## src/rtl/satd_pkg.sv

```systemverilog
// Shared definitions for the SATD sequencing controller: FSM encoding,
// default block height and the row-index width helper.
package satd_pkg;

    localparam int SATD_ROWS_DEF = 4;

    localparam logic [2:0] ST_IDLE  = 3'd0;
    localparam logic [2:0] ST_CLEAR = 3'd1;
    localparam logic [2:0] ST_RUN   = 3'd2;
    localparam logic [2:0] ST_DRAIN = 3'd3;
    localparam logic [2:0] ST_DONE  = 3'd4;

    typedef enum logic [2:0] {
        S_IDLE  = ST_IDLE,
        S_CLEAR = ST_CLEAR,
        S_RUN   = ST_RUN,
        S_DRAIN = ST_DRAIN,
        S_DONE  = ST_DONE
    } satd_state_t;

    function automatic int row_idx_w(input int rows);
        return (rows > 1) ? $clog2(rows) : 1;
    endfunction

endpackage

```

## src/rtl/satd_lat_pipe.sv

```systemverilog
// DEPTH-stage 1-bit delay line with synchronous clear; aligns the
// block-finished event with the accumulator output.
module satd_lat_pipe #(
    parameter int DEPTH = 3
) (
    input  logic clk,
    input  logic clr,
    input  logic din,
    output logic dout
);

    logic [DEPTH-1:0] pipe_reg;
    logic [DEPTH-1:0] pipe_next;

    assign pipe_next[0] = din;

    genvar gi;
    generate
        for (gi = 1; gi < DEPTH; gi++) begin : g_stage
            assign pipe_next[gi] = pipe_reg[gi-1];
        end
    endgenerate

    always_ff @(posedge clk) begin
        if (clr) begin
            pipe_reg <= '0;
        end else begin
            pipe_reg <= pipe_next;
        end
    end

    assign dout = pipe_reg[DEPTH-1];

endmodule

```

## src/rtl/satd_block_ctrl.sv

```systemverilog
// Job sequencer for the diff -> Hadamard -> accumulate SATD datapath:
// start/done job interface, row handshake and latency-aligned result strobes.
module satd_block_ctrl
    import satd_pkg::*;
#(
    parameter int ROWS     = SATD_ROWS_DEF,
    parameter int NB_W     = 8,
    parameter int PIPE_LAT = 3
) (
    input  logic                        clk,
    input  logic                        rst,
    input  logic                        start,
    input  logic [NB_W-1:0]             n_blocks,
    input  logic                        in_valid,
    output logic                        in_ready,
    output logic                        enable_diff,
    output logic                        reset_diff,
    output logic                        acc_clear,
    output logic [row_idx_w(ROWS)-1:0]  row_idx,
    output logic [NB_W-1:0]             blk_idx,
    output logic                        satd_valid,
    output logic                        busy,
    output logic                        done
);

    localparam int RW = row_idx_w(ROWS);
    localparam int DW = $clog2(PIPE_LAT + 1);
    localparam logic [RW-1:0] ROW_LAST   = RW'(ROWS - 1);
    localparam logic [DW-1:0] DRAIN_LAST = DW'(PIPE_LAT - 1);

    satd_state_t     state_reg, state_next;
    logic [NB_W-1:0] nblk_reg,  nblk_next;
    logic [RW-1:0]   row_reg,   row_next;
    logic [NB_W-1:0] blk_reg,   blk_next;
    logic [DW-1:0]   drain_reg, drain_next;

    logic last_row;
    logic blk_last;
    logic blk_done;

    always_ff @(posedge clk) begin
        if (rst) begin
            state_reg <= S_IDLE;
            nblk_reg  <= '0;
            row_reg   <= '0;
            blk_reg   <= '0;
            drain_reg <= '0;
        end else begin
            state_reg <= state_next;
            nblk_reg  <= nblk_next;
            row_reg   <= row_next;
            blk_reg   <= blk_next;
            drain_reg <= drain_next;
        end
    end

    assign last_row = (row_reg == ROW_LAST);
    // Compared against the latched count so n_blocks = 2^NB_W-1 still terminates.
    assign blk_last = (blk_reg == nblk_reg - NB_W'(1));
    assign blk_done = (state_reg == S_RUN) & in_valid & last_row;

    always_comb begin
        state_next = state_reg;
        nblk_next  = nblk_reg;
        row_next   = row_reg;
        blk_next   = blk_reg;
        drain_next = drain_reg;
        in_ready   = 1'b0;
        reset_diff = 1'b0;
        acc_clear  = 1'b0;
        busy       = 1'b1;
        done       = 1'b0;

        case (state_reg)
            S_IDLE: begin
                busy = 1'b0;
                if (start) begin
                    if (n_blocks != '0) begin
                        nblk_next  = n_blocks;
                        state_next = S_CLEAR;
                    end else begin
                        state_next = S_DONE;
                    end
                end
            end
            S_CLEAR: begin
                reset_diff = 1'b1;
                acc_clear  = 1'b1;
                row_next   = '0;
                blk_next   = '0;
                state_next = S_RUN;
            end
            S_RUN: begin
                in_ready = 1'b1;
                if (in_valid) begin
                    // Block 0 was already cleared in CLEAR.
                    acc_clear = (row_reg == '0) && (blk_reg != '0);
                    if (last_row) begin
                        row_next = '0;
                        if (blk_last) begin
                            drain_next = '0;
                            state_next = S_DRAIN;
                        end else begin
                            blk_next = blk_reg + NB_W'(1);
                        end
                    end else begin
                        row_next = row_reg + RW'(1);
                    end
                end
            end
            S_DRAIN: begin
                if (drain_reg == DRAIN_LAST) begin
                    state_next = S_DONE;
                end else begin
                    drain_next = drain_reg + DW'(1);
                end
            end
            S_DONE: begin
                done       = 1'b1;
                state_next = S_IDLE;
            end
            default: begin
                state_next = S_IDLE;
            end
        endcase
    end

    assign enable_diff = in_valid & in_ready;
    assign row_idx     = row_reg;
    assign blk_idx     = blk_reg;

    satd_lat_pipe #(
        .DEPTH(PIPE_LAT)
    ) u_lat_pipe (
        .clk (clk),
        .clr (rst),
        .din (blk_done),
        .dout(satd_valid)
    );

endmodule

```

## config.mk

```make
export PLATFORM = sky130hd
export DESIGN_NAME = satd_block_ctrl
export DESIGN_NICKNAME = d
export VERILOG_FILES = /design/src/rtl/satd_pkg.sv /design/src/rtl/satd_lat_pipe.sv /design/src/rtl/satd_block_ctrl.sv
export SDC_FILE = /design/constraint.sdc
export NUM_CORES = 1
export LEC_CHECK = 0
export CORE_ASPECT_RATIO = 1.4
export CORE_MARGIN = 10
export CORE_UTILIZATION = 62
export CTS_BUF_LIST = sky130_fd_sc_hd__clkbuf_16
export CTS_CLUSTER_SIZE = 30
export DETAILED_ROUTE_END_ITERATION = 7
export DONT_BUFFER_PORTS = 1
export PLACE_DENSITY = 0.85
export SETUP_SLACK_MARGIN = 0.5
export SLEW_MARGIN = 30
export SYNTH_ARGS = -nofsm -noshare
export SYNTH_HDL_FRONTEND = slang
export SYNTH_SLANG_ARGS = --single-unit
export TNS_END_PERCENT = 20
```

## constraint.sdc

```tcl
create_clock -name clk -period 2.5 [get_ports clk]
set_input_delay 0.5 -clock clk [delete_from_list [all_inputs] [get_ports clk]]
set_output_delay 0.5 -clock clk [all_outputs]
set_load 0.02 [all_outputs]
```

==> Yosys cells after proc, flatten, opt, wreduce, memory -nomap -nowiden <==
Index checks and enable logic that the tools add are counted.
{ "totals": {"ff_bits": 26, "input_bits": 12, "word_cells": 64} }
{ "op_classes": {"n_bitwise": 3, "eq_ne": 14, "n_mux": 25, "add_sub_neg": 4, "n_reduce_logical": 12} }
{ "ops": {"columns": ["cell", "count"], "rows": [
  ["$mux W8", 3],
  ["$mux W3", 6],
  ["$pmux W8 S2", 1],
  ["$reduce_bool A8 Y1", 2],
  ["$ne A2 B2 Y1 const B", 7],
  ["$mux W2", 6],
  ["$pmux W3 S4", 1],
  ["$reduce_and A5 Y1", 2],
  ["$add A8 B1 Y8 const B", 1],
  ["$eq A8 B8 Y1", 1],
  ["$pmux W2 S2", 2],
  ["$sub A8 B1 Y8 const B", 1],
  ["$eq A3 B2 Y1 const B", 2],
  ["$mux W1", 5],
  ["$add A2 B1 Y2 const B", 2],
  ["$eq A2 B2 Y1 const B", 2],
  ["$reduce_and A4 Y1", 1],
  ["$reduce_bool A2 Y1", 2],
  ["$and A1 B1 Y1", 3],
  ["$eq A3 B1 Y1 const B", 1],
  ["$eq A3 B3 Y1 const B", 1],
  ["$logic_not A3 Y1", 1],
  ["$reduce_and A3 Y1", 1],
  ["$logic_not A2 Y1", 1],
  ["3 further kinds", 3]
]} }

==> Depth between registers and ports, before layout <==
{ "logic_depth": {"depth_word": 6, "depth_mapped": 8} }

==> Hierarchy <==
A second synthesis with hierarchy kept.
{ "unflattened": {"hier_cells": 176, "area_unflattened_um2": 1559.0} }
{ "by_module_without_submodules": {"columns": ["module", "n_inst", "seq_area_each_um2", "cells_per_inst", "area_per_inst_um2"], "rows": [
  ["satd_block_ctrl", 1, 460.4, 170, 1480.2],
  ["satd_lat_pipe", 1, 60.1, 6, 78.8]
]} }

==> Worst setup path after synthesis <==
OpenSTA, ideal clock, no wires.
{ "synth_path": {"path_type": "reg2out", "start": "reg state_reg[2]", "end": "out acc_clear", "path_stages_with_launch": 5, "t_arrival_ns": 1.683, "setup_slack_ns": 0.317, "t_required_ns": 2.000, "path_cell_list": "dfxtp_1 -> clkbuf_1 -> nor3b_2 -> nand2_1 -> o21ai_0"} }
{ "synth_via": {"elab_chain_len": 2, "word_cells_on_any_way": 3, "classes_between": "2 x eq/ne; 1 x mux"} }
{ "synth_rtl": {"columns": ["element", "line", "text"], "rows": [
  ["from (decl)", "satd_block_ctrl.sv:31", "satd_state_t state_reg, state_next;"],
  ["from (signal assigned)", "satd_block_ctrl.sv:49", "state_reg <= state_next;"],
  ["$eq A3 B2 Y1 / $eq A3 B1 Y1 (equally long branches)", "satd_block_ctrl.sv:74", "case (state_reg)"],
  ["$pmux W1 S2 *", "satd_block_ctrl.sv:74", null],
  ["to (decl)", "satd_block_ctrl.sv:18", "output logic acc_clear,"]
]} }
Mark *: on every way between the ends. The rest lies on a longest branch, timed or not.

==> Worst setup path after layout <==
{ "layout_path": {"start": "reg blk_reg[0] (netlist: blk_idx[0])", "end": "out acc_clear"} }
{ "layout_via": {"elab_chain_len": 4} }
{ "layout_rtl": {"columns": ["element", "line", "text"], "rows": [
  ["from (decl)", "satd_block_ctrl.sv:34", "logic [NB_W-1:0] blk_reg, blk_next;"],
  ["from (signal assigned)", "satd_block_ctrl.sv:52", "blk_reg <= blk_next;"],
  ["$reduce_bool A8 Y1", "satd_block_ctrl.sv:97", "acc_clear = (row_reg == '0) && (blk_reg != '0);"],
  ["$logic_and A1 B1 Y1", "satd_block_ctrl.sv:97", null],
  ["$mux W1", "satd_block_ctrl.sv:95", "if (in_valid) begin"],
  ["$pmux W1 S2", "satd_block_ctrl.sv:74", null]
]} }
No other way between the ends.

==> run_results.csv <==
group,metric,value,unit
global_routing,antenna_found_initial,0,
clock_tree,cts_tree,"done",
synthesis,synth_area,1620,um2
synthesis,syn_area_per_cell,8.42,um2
floorplanning,rows,21,
timing,skew,0.00314,ns
synthesis,ys_async_sr_fraction,0,%
power,switchingPower,0.601,mW
critical_path,critPathLaunchType,"register",
job,drv_cap,0,
power,seqPwrFrac,34.6,%
timing,maxSlewHeadroom,53.5,%
synthesis,synth.distinct_cells,51,
outcome,outcome,"complete, no violations",
timing,setup_tns,0,ns
power,peakVddDrop,0.727,mV
cells_and_area,nNetsFinal,211,
cells_and_area,num-fill-cells,160,
critical_path,r2r_cells,6,
critical_path,crit_type,"register to primary output",
drt,drtAntennaViolNets,0,
global_routing,grt_max_degree,27,
power,intPower,1.04,mW
drt,first_iter_violations,65,
global_routing,grt_first_pass_wirelength,6660,um
floorplanning,dieArea,5080,um2
power,pwr-share-clk,26.1,%
drt,wl_per_cell,18.9,um
critical_path,slowest_delay,0.48,ns
synthesis,yosys_warnings,0,
critical_path,cp.required,2.00,ns
floorplanning,pin_count,29,
cells_and_area,fin_area,1880,um2
min_path,holdPathStages,1,
timing,hold_viol,0,
clock_tree,cts_buffers,3,
global_routing,overflow,0,
power,p_per_area,870,nW/um2
critical_path,crit_arrival,1.86,ns
timing,period_minus_slack,2.36,ns
synthesis,netlist_instances,192,
clock_tree,cts-htree-levels,1,
critical_path,cp-end-kind,"primary output",
clock_tree,cts_root_buf,"clkbuf_16",
synthesis,seq_area_frac_synth,32.2,%
drt,vias,1439,
min_path,min_path_type,"input port to register",
placed_design,io_buffer_count,0,
power,comb_power_share,39.3,%
timing,setup_viol,0,
clock_tree,clkLatencyLatePin,0.26,ns
cells_and_area,post-route-util,77.0,%
drt,viasPerCell,6.37,
synthesis,synth_flop_cell,"dfxtp_1",
placed_design,dp_hpwl,3000,um
global_routing,grt_pass1_vias,1415,
placed_design,globalplace.congestion,0.816,
floorplanning,start_util,66.2,%
cells_and_area,drive_gt1_share,22.4,%
timing,grt_setup_unrepaired,"true",
power,switching_share,36.7,%
cells_and_area,syn2layout_area_growth,16.3,%
critical_path,crit_slowest_cell,"or4b_4",
timing,fmax,0.425,GHz
timing,min_period_over_period,94.2,%
clock_tree,clockBufferDepth,2,
drt,wl,4260,um
clock_tree,cts.sinks,26,
synthesis,synth-seq-cells,26,
timing,worstMarginPinSlew,0.696,ns
clock_tree,cts.clk_slew.worst_paths,0.07,ns
floorplanning,dieHeight,80.4,um
global_routing,track_usage,15.7,%
critical_path,worst-path-max-fanout,5,
floorplanning,coreArea,2440,um2
power,leakagePower,0.679,nW
synthesis,synth-edff-count,0,
synthesis,synth_fp_nets,210,
timing,timing.hold.ws,0.294,ns
critical_path,path_cells,"inv_2, ha_1, or4b_4, o41ai_4, o21ai_2",
cells_and_area,diodes,0,
placed_design,placed_area,1670,um2
floorplanning,die_w,63.2,um
drt,dr.pass1.iters,6,
timing,slew_viol_final,0,
drt,drcViolationCount,0,
-- placed cells by master (no fill, tap or decap), types with 3 or more instances in the layout --
cell type	count
nor2_1	18
nand3_1	7
nor3_1	4
ha_1	5
mux2i_1	14
or3_1	9
nand2b_1	4
dfxtp_1	22
nand2_1	15
buf_4	7
inv_2	4
o21ai_0	5
inv_1	5
xnor2_1	6
a21oi_1	7
clkbuf_16	4
dfxtp_4	3
-- cell usage after synthesis (3+ instances only) --
library cell	count	share of area [%]
nor4_1	3	1.2
nand2b_1	4	1.5
or3_1	9	3.5
buf_2	4	1.2
xnor2_1	6	3.3
mux2i_1	14	8.7
nor3_1	4	1.2
nand2_1	15	3.5
nor2_1	18	4.2
dfxtp_1	26	32
o21ai_0	7	2.2
nand3_1	8	2.5
ha_1	6	4.6
a21oi_1	8	2.5
inv_1	9	2.1
clkbuf_1	6	1.4
-- power groups by stage --
stage                     sequential, mW  combinational [mW]  clock (mW)
after floorplan                    0.515               0.488           0
after global placement             0.560               0.507           0
after detailed placement           0.566               0.525           0
after CTS                          0.560               0.562       0.434
after global routing               0.579               0.696       0.442
final                              0.566               0.643       0.427
-- worst max-delay path, delay by kind of cell, from the launching register on --
family	cells	cell delay (ns)
compound gates	2	0.48
simple gates	1	0.48
flops	1	0.40
fa+ha+maj	1	0.16
buf+inv	1	0.08
-- path summary, 6_finish.rpt --
kind	from	slack (ns)	endpoint
worst min register to register	u_lat_pipe.pipe_reg[1]	0.44	u_lat_pipe.pipe_reg[2]
worst max-delay path	blk_idx[0]	0.14	acc_clear
worst min-delay path	rst	0.29	blk_idx[1]
worst max register to register	nblk_reg[0]	0.29	blk_idx[6]
-- cells by family (layout without fill, tap and decap cells) --
| kind of cell | Yosys count | in the layout | synth area share, % |
|---|---|---|---|
| xor+xnor | 8 | 8 | 4.33 |
| simple gates | 85 | 85 | 31.0 |
| buf+inv | 20 | 20 | 4.95 |
| fa+ha+maj | 6 | 6 | 4.64 |
| mux | 14 | 14 | 8.67 |
| flops | 26 | 26 | 32.2 |
| compound gates | 33 | 33 | 14.2 |
-- repair_timing --
item	CTS	global route
setup buffers	1	2
setup endpoints to repair	14	15
resized for setup	9	13
pin swaps	7	7
hold buffers	0	0
hold endpoints to repair	0	0
-- through the flow --
step	worst slack (ns)	std cells	total power [mW]
CTS	0.153	224	1.56
global placement	0.350	219	1.07
global route	0.113	226	1.72
finish	0.145	226	1.64
floorplan	0.452	192	1.00
detailed placement	0.248	219	1.09
-- layer usage --
layer  part of all wire, %  vias up  GRT usage [%]
li1                      -      691              -
met1                    39      693           17.1
met2                    51       45           27.1
met3                   6.4       10           4.31
met4                   3.0        0           8.30
met5                     0        -              0
-- cell type report --
class	count	area, um2	share of cell area, %
sequential	26	533	28.3
clock buffer	4	100	5.32
multi-input combinational	146	1120	59.5
tap	34	42.5	2.26
timing repair buffer	7	52.6	2.79
inverter	9	33.8	1.80
No activity file was read; power rests on OpenSTA's default activity.
